### src/rtl/i2c_pkg.sv
// i2c_pkg: shared state encoding, default parameters and ACK levels for the I2C slave engine.
package i2c_pkg;
    typedef enum logic [2:0] {
        IDLE     = 3'd0,
        ADDR     = 3'd1,
        ADDR_ACK = 3'd2,
        WR_DATA  = 3'd3,
        WR_ACK   = 3'd4,
        RD_DATA  = 3'd5,
        RD_ACK   = 3'd6,
        IGNORE   = 3'd7
    } state_t;
    localparam logic [6:0] DEF_SLAVE_ADDR = 7'h41;
    localparam int DEF_FILTER_LEN = 3;
    localparam int DEF_SDA_HOLD = 4;
    localparam logic ACK = 1'b0;
    localparam logic NACK = 1'b1;
endpackage

### src/rtl/i2c_slave_engine_if.sv
// i2c_slave_engine_if: pad lines plus register-file handshake of the I2C slave engine.
interface i2c_slave_engine_if;
    logic scl_in, sda_in, scl_oe, sda_oe;
    logic start, stop, data_vld, r_w, busy, stretch_on;
    logic [7:0] i2c_to_data, data_to_i2c;
    modport slave (
        input  scl_in, sda_in, data_to_i2c, stretch_on,
        output scl_oe, sda_oe, start, stop, data_vld, r_w, i2c_to_data, busy
    );
    modport master (
        output scl_in, sda_in, data_to_i2c, stretch_on,
        input  scl_oe, sda_oe, start, stop, data_vld, r_w, i2c_to_data, busy
    );
endinterface

### src/rtl/i2c_line_filter.sv
// i2c_line_filter: 2-flop synchroniser, LEN-sample stability filter and edge flags for one bus line.
module i2c_line_filter #(
    parameter int LEN = 3
) (
    input  logic clk,
    input  logic rst,
    input  logic raw,
    output logic level,
    output logic rise,
    output logic fall
);
    logic [1:0] sync;
    logic [LEN-1:0] hist;
    // Idle bus is high, so everything resets to 1 to avoid a spurious edge after reset.
    always_ff @(posedge clk or negedge rst) begin
        if (!rst) begin
            sync  <= '1;
            hist  <= '1;
            level <= 1'b1;
            rise  <= 1'b0;
            fall  <= 1'b0;
        end else begin
            sync  <= {sync[0], raw};
            hist  <= {hist[LEN-2:0], sync[1]};
            level <= &hist ? 1'b1 : ~|hist ? 1'b0 : level;
            rise  <= &hist & ~level;
            fall  <= ~|hist & level;
        end
    end
endmodule

### src/rtl/i2c_slave_engine.sv
// i2c_slave_engine: bit/byte-level I2C slave with address match, ACK generation,
// read/write shifting and clock stretching toward a register file.
module i2c_slave_engine
    import i2c_pkg::*;
#(
    parameter logic [6:0] SLAVE_ADDR = DEF_SLAVE_ADDR,
    parameter int FILTER_LEN = DEF_FILTER_LEN,
    parameter int SDA_HOLD = DEF_SDA_HOLD
) (
    input logic clk,
    input logic rst,
    i2c_slave_engine_if.slave bus
);
    localparam int HW = $clog2(SDA_HOLD + 1);
    logic scl, scl_rise, scl_fall, sda, sda_rise, sda_fall;
    logic start_det, stop_det, abort, last, tick, in_ack, ninth, vld_rd;
    logic [7:0] byte_in, tx;
    logic [6:0] rx;
    logic [2:0] bit_cnt;
    logic [HW-1:0] hold_cnt;
    state_t state, state_nxt;

    i2c_line_filter #(.LEN(FILTER_LEN)) u_scl (
        .clk(clk), .rst(rst), .raw(bus.scl_in), .level(scl), .rise(scl_rise), .fall(scl_fall)
    );
    i2c_line_filter #(.LEN(FILTER_LEN)) u_sda (
        .clk(clk), .rst(rst), .raw(bus.sda_in), .level(sda), .rise(sda_rise), .fall(sda_fall)
    );

    assign start_det = sda_fall & scl;
    assign stop_det  = sda_rise & scl;
    assign abort     = start_det | stop_det;
    assign byte_in   = {rx, sda};
    assign last      = bit_cnt == 3'd7;
    assign tick      = hold_cnt == HW'(1);
    assign in_ack    = state inside {ADDR_ACK, WR_ACK, RD_ACK};

    always_ff @(posedge clk or negedge rst) begin
        if (!rst) state <= IDLE;
        else      state <= state_nxt;
    end

    // ninth marks that the ACK slot's SCL rise has happened, so the next fall ends the slot.
    always_comb begin
        state_nxt = state;
        if (start_det) state_nxt = ADDR;
        else if (stop_det) state_nxt = IDLE;
        else if (scl_rise) begin
            case (state)
                ADDR:    if (last) state_nxt = byte_in[7:1] == SLAVE_ADDR ? ADDR_ACK : IGNORE;
                WR_DATA: if (last) state_nxt = WR_ACK;
                RD_DATA: if (last) state_nxt = RD_ACK;
                RD_ACK:  if (sda == NACK) state_nxt = IGNORE;
                default: ;
            endcase
        end else if (scl_fall && ninth && in_ack)
            state_nxt = (state == WR_ACK || (state == ADDR_ACK && !bus.r_w)) ? WR_DATA : RD_DATA;
    end

    always_ff @(posedge clk or negedge rst) begin
        if (!rst) begin
            bit_cnt         <= '0;
            rx              <= '0;
            tx              <= '0;
            ninth           <= 1'b0;
            vld_rd          <= 1'b0;
            hold_cnt        <= '0;
            bus.sda_oe      <= 1'b0;
            bus.scl_oe      <= 1'b0;
            bus.start       <= 1'b0;
            bus.stop        <= 1'b0;
            bus.data_vld    <= 1'b0;
            bus.r_w         <= 1'b0;
            bus.i2c_to_data <= '0;
            bus.busy        <= 1'b0;
        end else begin
            bus.start    <= start_det;
            bus.stop     <= stop_det;
            bus.busy     <= start_det | (bus.busy & ~stop_det);
            vld_rd       <= scl_rise && state == RD_ACK && !abort;
            bus.data_vld <= vld_rd | (scl_rise && state == WR_DATA && last && !abort);
            bus.scl_oe   <= bus.stretch_on & ~scl & ~abort & !(state inside {IDLE, IGNORE});
            hold_cnt     <= abort ? '0 : scl_fall ? HW'(SDA_HOLD) : hold_cnt != '0 ? hold_cnt - HW'(1) : '0;
            if (abort) begin
                bit_cnt    <= '0;
                ninth      <= 1'b0;
                bus.sda_oe <= 1'b0;
            end else begin
                if (scl_rise) begin
                    rx      <= byte_in[6:0];
                    bit_cnt <= state inside {ADDR, WR_DATA, RD_DATA} ? bit_cnt + 3'd1 : bit_cnt;
                    ninth   <= in_ack;
                    if (state == ADDR && last && byte_in[7:1] == SLAVE_ADDR) bus.r_w <= sda;
                    if (state == WR_DATA && last) bus.i2c_to_data <= byte_in;
                end
                if (scl_fall) begin
                    ninth <= 1'b0;
                    tx    <= (ninth && in_ack && state_nxt == RD_DATA) ? bus.data_to_i2c :
                             state == RD_DATA ? {tx[6:0], 1'b0} : tx;
                end
                if (tick)
                    bus.sda_oe <= (state == ADDR_ACK || state == WR_ACK) ? ~ACK :
                                  state == RD_DATA ? ~tx[7] : 1'b0;
            end
        end
    end
endmodule

### src/flat_wrapper.sv
// flat-port wrapper written by rule: the top's interface ports become plain ports
module i2c_slave_engine_flat import i2c_pkg::*;
#(
    parameter logic [6:0] SLAVE_ADDR = DEF_SLAVE_ADDR,
    parameter int FILTER_LEN = DEF_FILTER_LEN,
    parameter int SDA_HOLD = DEF_SDA_HOLD
)
  (clk, rst, bus_scl_in, bus_sda_in, bus_data_to_i2c, bus_stretch_on, bus_scl_oe, bus_sda_oe, bus_start, bus_stop, bus_data_vld, bus_r_w, bus_i2c_to_data, bus_busy);
  i2c_slave_engine_if bus_i ();
  input logic clk;
  input logic rst;
  input wire logic [$bits(bus_i.scl_in)-1:0] bus_scl_in;
  input wire logic [$bits(bus_i.sda_in)-1:0] bus_sda_in;
  input wire logic [$bits(bus_i.data_to_i2c)-1:0] bus_data_to_i2c;
  input wire logic [$bits(bus_i.stretch_on)-1:0] bus_stretch_on;
  output wire logic [$bits(bus_i.scl_oe)-1:0] bus_scl_oe;
  output wire logic [$bits(bus_i.sda_oe)-1:0] bus_sda_oe;
  output wire logic [$bits(bus_i.start)-1:0] bus_start;
  output wire logic [$bits(bus_i.stop)-1:0] bus_stop;
  output wire logic [$bits(bus_i.data_vld)-1:0] bus_data_vld;
  output wire logic [$bits(bus_i.r_w)-1:0] bus_r_w;
  output wire logic [$bits(bus_i.i2c_to_data)-1:0] bus_i2c_to_data;
  output wire logic [$bits(bus_i.busy)-1:0] bus_busy;
  assign bus_i.scl_in = bus_scl_in;
  assign bus_i.sda_in = bus_sda_in;
  assign bus_i.data_to_i2c = bus_data_to_i2c;
  assign bus_i.stretch_on = bus_stretch_on;
  assign bus_scl_oe = bus_i.scl_oe;
  assign bus_sda_oe = bus_i.sda_oe;
  assign bus_start = bus_i.start;
  assign bus_stop = bus_i.stop;
  assign bus_data_vld = bus_i.data_vld;
  assign bus_r_w = bus_i.r_w;
  assign bus_i2c_to_data = bus_i.i2c_to_data;
  assign bus_busy = bus_i.busy;
  i2c_slave_engine #(.SLAVE_ADDR(SLAVE_ADDR), .FILTER_LEN(FILTER_LEN), .SDA_HOLD(SDA_HOLD)) u_core (.clk(clk), .rst(rst), .bus(bus_i));
endmodule
### config.mk
export PLATFORM = sky130hd
export DESIGN_NAME = i2c_slave_engine_flat
export DESIGN_NICKNAME = d
export VERILOG_FILES = /design/src/rtl/i2c_pkg.sv /design/src/rtl/i2c_slave_engine_if.sv /design/src/rtl/i2c_line_filter.sv /design/src/rtl/i2c_slave_engine.sv /design/src/flat_wrapper.sv
export SDC_FILE = /design/constraint.sdc
export NUM_CORES = 1
export LEC_CHECK = 0
export ABC_AREA = 1
export BUFFER_PORTS_ARGS = -buffer_cell sky130_fd_sc_hd__buf_2
export CAP_MARGIN = 25
export CORE_MARGIN = 5
export CORE_UTILIZATION = 30
export DETAILED_ROUTE_END_ITERATION = 8
export GPL_TIMING_DRIVEN = 0
export HOLD_SLACK_MARGIN = 0.02
export PLACE_DENSITY = 0.57
export SKIP_CTS_REPAIR_TIMING = 1
export SLEW_MARGIN = 0
export SYNTH_ARGS = -nofsm -noshare
export SYNTH_HDL_FRONTEND = slang
export SYNTH_SLANG_ARGS = --single-unit
export TNS_END_PERCENT = 50
### constraint.sdc
create_clock -name clk -period 2.6 [get_ports clk]
set_clock_uncertainty 0.2 [all_clocks]
set_input_delay 0.52 -clock clk [delete_from_list [all_inputs] [get_ports clk]]
set_output_delay 0.52 -clock clk [all_outputs]
set_load 0.02 [all_outputs]
* Word level (Yosys, flattened, before mapping)
Cells that the tools add are included.
Operators by class: add/subtract/negate cells 2, multiply operators 0, divide/modulo/power cells 0, order comparisons 0, equality and inequality tests 13, shifts and indexed selects 0, multiplexer cells 30, bitwise logic cells 18, reduce and logical (&&, ||, !) cells 39
Operators by type and width (number):
- two-way mux 3 bit | 16
- == test 3 bit, second input constant | 6
- two-way mux 8 bit | 2
- AND reduction 3 bit | 5
- logical AND 1 bit | 13
- one-hot mux 3 bit (4 select lines) | 1
- nonzero test 3 bit | 4
- two-way mux 1 bit | 11
- bitwise AND 1 bit | 10
- nonzero test 2 bit | 5
- == test 7 bit, second input constant | 1
- == test 3 x 1 -> 1 bit, second input constant | 2
- == test 3 x 2 -> 1 bit, second input constant | 2
- OR reduction 3 bit | 2
- logical NOT 1 bit | 5
- inverter 1 bit | 5
- != test 2 bit, second input constant | 2
- AND reduction 2 bit | 2
- adder 3 x 1 -> 3 bit, second input constant | 1
- logical NOT 3 bit | 1
- bitwise OR 1 bit | 3
- subtractor 3 x 1 -> 3 bit, second input constant | 1
- logical OR 1 bit | 2
Word-level totals: register bits 57, bits in latches 0, bits in writable memories 0, ROM bits 0, input port bits 13, output and inout port bits 15, logic and storage cells 127, memories 0

* Depth between registers and ports, before layout
depth in word-level cells 12, gate-level depth with buffers 13, mapped depth without buffers 13

* Modules after synthesis
A second synthesis with hierarchy kept.
Second synthesis, totals: cells, all modules 289, area total of the unflattened synthesis 2557.5 µm²
Modules (own cells, without submodules):
- i2c_slave_engine | instances 1, cells each 253, area an instance 2064.5 µm²
- i2c_line_filter | instances 2, cells each 18, area an instance 246.5 µm²

* Least setup slack after synthesis
Ideal clock, no wire load.
path kind flip-flop to flip-flop, start register u_core.bit_cnt[0], end register u_core.tx[1], setup time 0.116 ns, arrival time 1.635 ns, data required time 2.284 ns, slack 0.648 ns, stages on the path, launching flop included 13, buffers on the path 0, clock period less this slack 1.952 ns, cell sequence dfrtp_1 > ha_1 > ha_1 > nand2_1 > nand2_1 > nand2_1 > a21oi_1 > a21boi_2 > nand3_4 > nand2_1 > nand2_2 > nand2_1 > nand2_1
On the way: cells in the longest elaborated chain, start to end 10, elaborated cells between the ends (all ways) 13, those cells by class eq/ne: 2; mux: 8; reduce/logical: 3
RTL lines:
- from (decl) | RTL line i2c_slave_engine.sv:19 | logic [2:0] bit_cnt;
- from (signal assigned) | RTL line i2c_slave_engine.sv:91 | bit_cnt <= state inside {ADDR, WR_DATA, RD_DATA} ? bit_cnt + 3'd1 : bit_cnt;
- == test 3 bit * | RTL line i2c_slave_engine.sv:34 | assign last = bit_cnt == 3'd7;
- two-way mux 3 bit (on tied branches) | RTL line i2c_slave_engine.sv:52, i2c_slave_engine.sv:50, i2c_slave_engine.sv:51
- one-hot mux 3 bit (4 select lines) * | RTL line i2c_slave_engine.sv:49 | case (state)
- two-way mux 3 bit * | RTL line i2c_slave_engine.sv:48 | else if (scl_rise) begin
- two-way mux 3 bit * | RTL line i2c_slave_engine.sv:47 | else if (stop_det) state_nxt = IDLE;
- two-way mux 3 bit * | RTL line i2c_slave_engine.sv:46 | if (start_det) state_nxt = ADDR;
- == test 3 bit * | RTL line i2c_slave_engine.sv:98 | tx <= (ninth && in_ack && state_nxt == RD_DATA) ? bus.data_to_i2c :
- logical AND 1 bit * | RTL line i2c_slave_engine.sv:98
- nonzero test 2 bit (no line)
- AND reduction 3 bit (no line)
- to (signal assigned) | RTL line i2c_slave_engine.sv:98
- to (decl) | RTL line i2c_slave_engine.sv:17 | logic [7:0] byte_in, tx;
Mark *: on every way between the ends. The rest lies on a longest branch, timed or not. A chain may end at the register's enable or synchronous reset.

* Final worst setup path
start register u_core.bit_cnt[0], end register u_core.tx[3]
Same word-level chain as after synthesis.

==> results.md <==
* Lkg Pwr at 1.53 nW
* Worst-margin pin slew at 0.501 ns
* Yosys cell types at 35
* Critical path class: register to register
* Clock sink count at 57
* #FFs+latches synth at 57
* Yosys warns at 0
* Crit start category: register
* Area delta synth->final at 19.2%
* Die width at 103 um
* Initial Util at 0.310
* Vias after detailed routing at 1,935
* Hold slack at 0.0754 ns
* Sequential fraction of the synthesis area at 0.559
* Dpl ws at 0.436 ns
* Initial antenna violation count at 0
* Post-Syn Area at 2580 um^2
* Leading post-synthesis cells by cell area: dfrtp_1 44%, dfstp_2 12%, nand2_1 12%, inv_1 5.0%, nand3_1 3.3%
* Arr. time, crit path at 2.20 ns
* Num CTS Buffers at 9
* Root buf cell: clkbuf_8
* Setup violators final at 0
* Peak supply drop at 0.216 mV
* Crit. End Element: register
* Deepest clock path buffer count at 2
* Fraction of registers with async set/reset at 1.00
* Post-synth EDFFs at 0
* Overflow after GRT at 0
* Cells after Synth at 286
* Final Non-Filler Cells at 436
* DRT iter0 DRCs at 91
* Final antenna-violating net count at 0
* Clk Latency, worst-skew pair at 0.34 ns
* Setup TNS at 0 ns
* Worst-path clk slew at 0.07 ns
* Period minus WS final at 2.13 ns
* CP max FO at 9
* Top cell type's share of synthesized area at 0.437
* Die Y at 103 um
* Syn_area_per_cell at 9.01 um^2
* Max Freq at 470 MHz
* RSZ-0062 raised after global routing: no
* Final nets at 344
* Placed cell count at 419
* Slew Limit Headroom at 0.666
* Tot Pwr at 2.65 mW
* CTS tree: yes
* First-pass detailed-route iteration total at 4
* Vias per inst at 4.44
* Post-detail-place hpwl at 3640 um
* Worst endpoint required time at 2.68 ns
* Vias in the first global route at 1,971
* Clock H-tree levels at 3
* First-pass GRT wire length at 9000 um
* Hold Path Class: primary input to register
* Final setup margin at 0.474 ns
* MaxCap Viol Count at 0
* Fill cell count at 843
* Routed WL at 4980 um
* I/O pin cnt at 28
* Synth Flop Type: dfrtp_1
* Area leader, netlist: dfrtp_1
* Drc violations at 0
* Total global-route track usage at 0.111
* Top cells by count, synth: 83 x nand2_1, 45 x dfrtp_1, 34 x inv_1
* Site row count at 33
* Port bufs at 27
* Placed Area at 2860 um^2
* Most common cell in the netlist: nand2_1
* Post-route cell area at 3070 um^2
* Core Box Area at 8300 um^2
* Share of cells above drive strength 1 at 0.236
* Pin count of the biggest net entering global routing at 38
* Synthesized Nets at 304
* Cell Pwr Density at 863 nW/um^2
* Final core utilization at 0.370
* Ant. Diodes at 0
* DR WL/cell at 11.4 um
* DIE AREA at 10,500 um^2
* RePlAce Congestion at 0.851
* Final Hold Viols at 0
* Status: finished clean
* Pins over their slew limit at 0
* Crit share post-route at 0.818
==> cells by family after synthesis <==
logic type / share of synthesized area
AND/OR/NAND/NOR: 0.263
flip-flops: 0.559
adder cells (fa/ha/maj): 0.0243
AO/OA/AOI/OAI: 0.0879
buffers and inverters: 0.0651
==> metal layers <==
metal | vias up | wire length [um] | track usage
met3 | 6 | 204 | 0.0413
met1 | 912 | 2310 | 0.134
met4 | 0 | 81 | 0.0505
met5 | - | 0 | 0
met2 | 27 | 2380 | 0.177
li1 | 990 | - | -
==> area by class of cell <==
cell class | instances | area [um^2] | area share
clock inverters | 5 | 56.3 | 0.0183
clock buffers | 11 | 141 | 0.0460
plain buffers | 5 | 25.0 | 0.00815
flip-flops and latches | 57 | 1440 | 0.469
well taps | 105 | 131 | 0.0428
repair buffers | 29 | 165 | 0.0538
multi-input cells | 186 | 967 | 0.315
inverters | 38 | 143 | 0.0465
==> placed cells by master, fill, tap and decap left out, types with 2 or more instances in the layout <==
master     n
nor4_1     4
nor2_4     2
a32o_1     2
clkinv_2   2
nand3_2    3
clkbuf_1   3
nor3_1     4
nor2_2     2
inv_2      4
ha_1       5
o31ai_1    2
clkbuf_8  10
inv_1     34
nand2_1   83
a31oi_1    2
nand3_1   17
dfstp_2   12
buf_2     28
nand2_2    2
a21oi_1    5
o21ai_0   11
dfrtp_1   45
nor2_1    21
o21ai_1    9
nand2_4    2
==> flip-flops by register name, summed over array words and instances (netlist names), 2 cells and up <==
register	flops
u_core.tx	8
u_core.state	3
u_core.u_sda.hist	3
u_core.hold_cnt	3
u_core.rx	7
u_core.u_scl.sync	2
u_core.bit_cnt	3
u_core.bus.i2c_to_data	8
u_core.u_sda.sync	2
u_core.u_scl.hist	3
==> path summary, 6_finish.rpt <==
kind                                 startpoint                         to  slack (ns)  cells past startpoint
setup reg to reg              u_core.bit_cnt[0]               u_core.tx[3]        0.47                     11
min in group asynchronous                   rst  u_core.bus.i2c_to_data[6]        0.48                      2
hold / removal                       bus_sda_in       u_core.u_sda.sync[0]        0.08                      1
setup / recovery              u_core.bit_cnt[0]               u_core.tx[3]        0.47                     11
hold reg to reg            u_core.u_scl.sync[0]       u_core.u_scl.sync[1]        0.16                      0
max in group asynchronous                   rst         u_core.u_scl.level        1.10                      3
==> power by group <==
group / internal [mW] / total (mW) / switching (mW)
Sequential: 1.05 / 1.16 / 0.111
Clock: 0.467 / 0.817 / 0.350
Combinational: 0.236 / 0.670 / 0.434
==> critical path: stages (launching register included) <==
cell and delay, ns:
dfrtp_1 0.39, ha_1 0.22, ha_1 0.23, nand4_1 0.14
nand2_1 0.07, a21oi_1 0.21, a21boi_2 0.10, nand3_4 0.15
nand2_1 0.08, nand2_2 0.14, nand2_1 0.07, nand2_1 0.07
(Power assumes the default switching activity.)
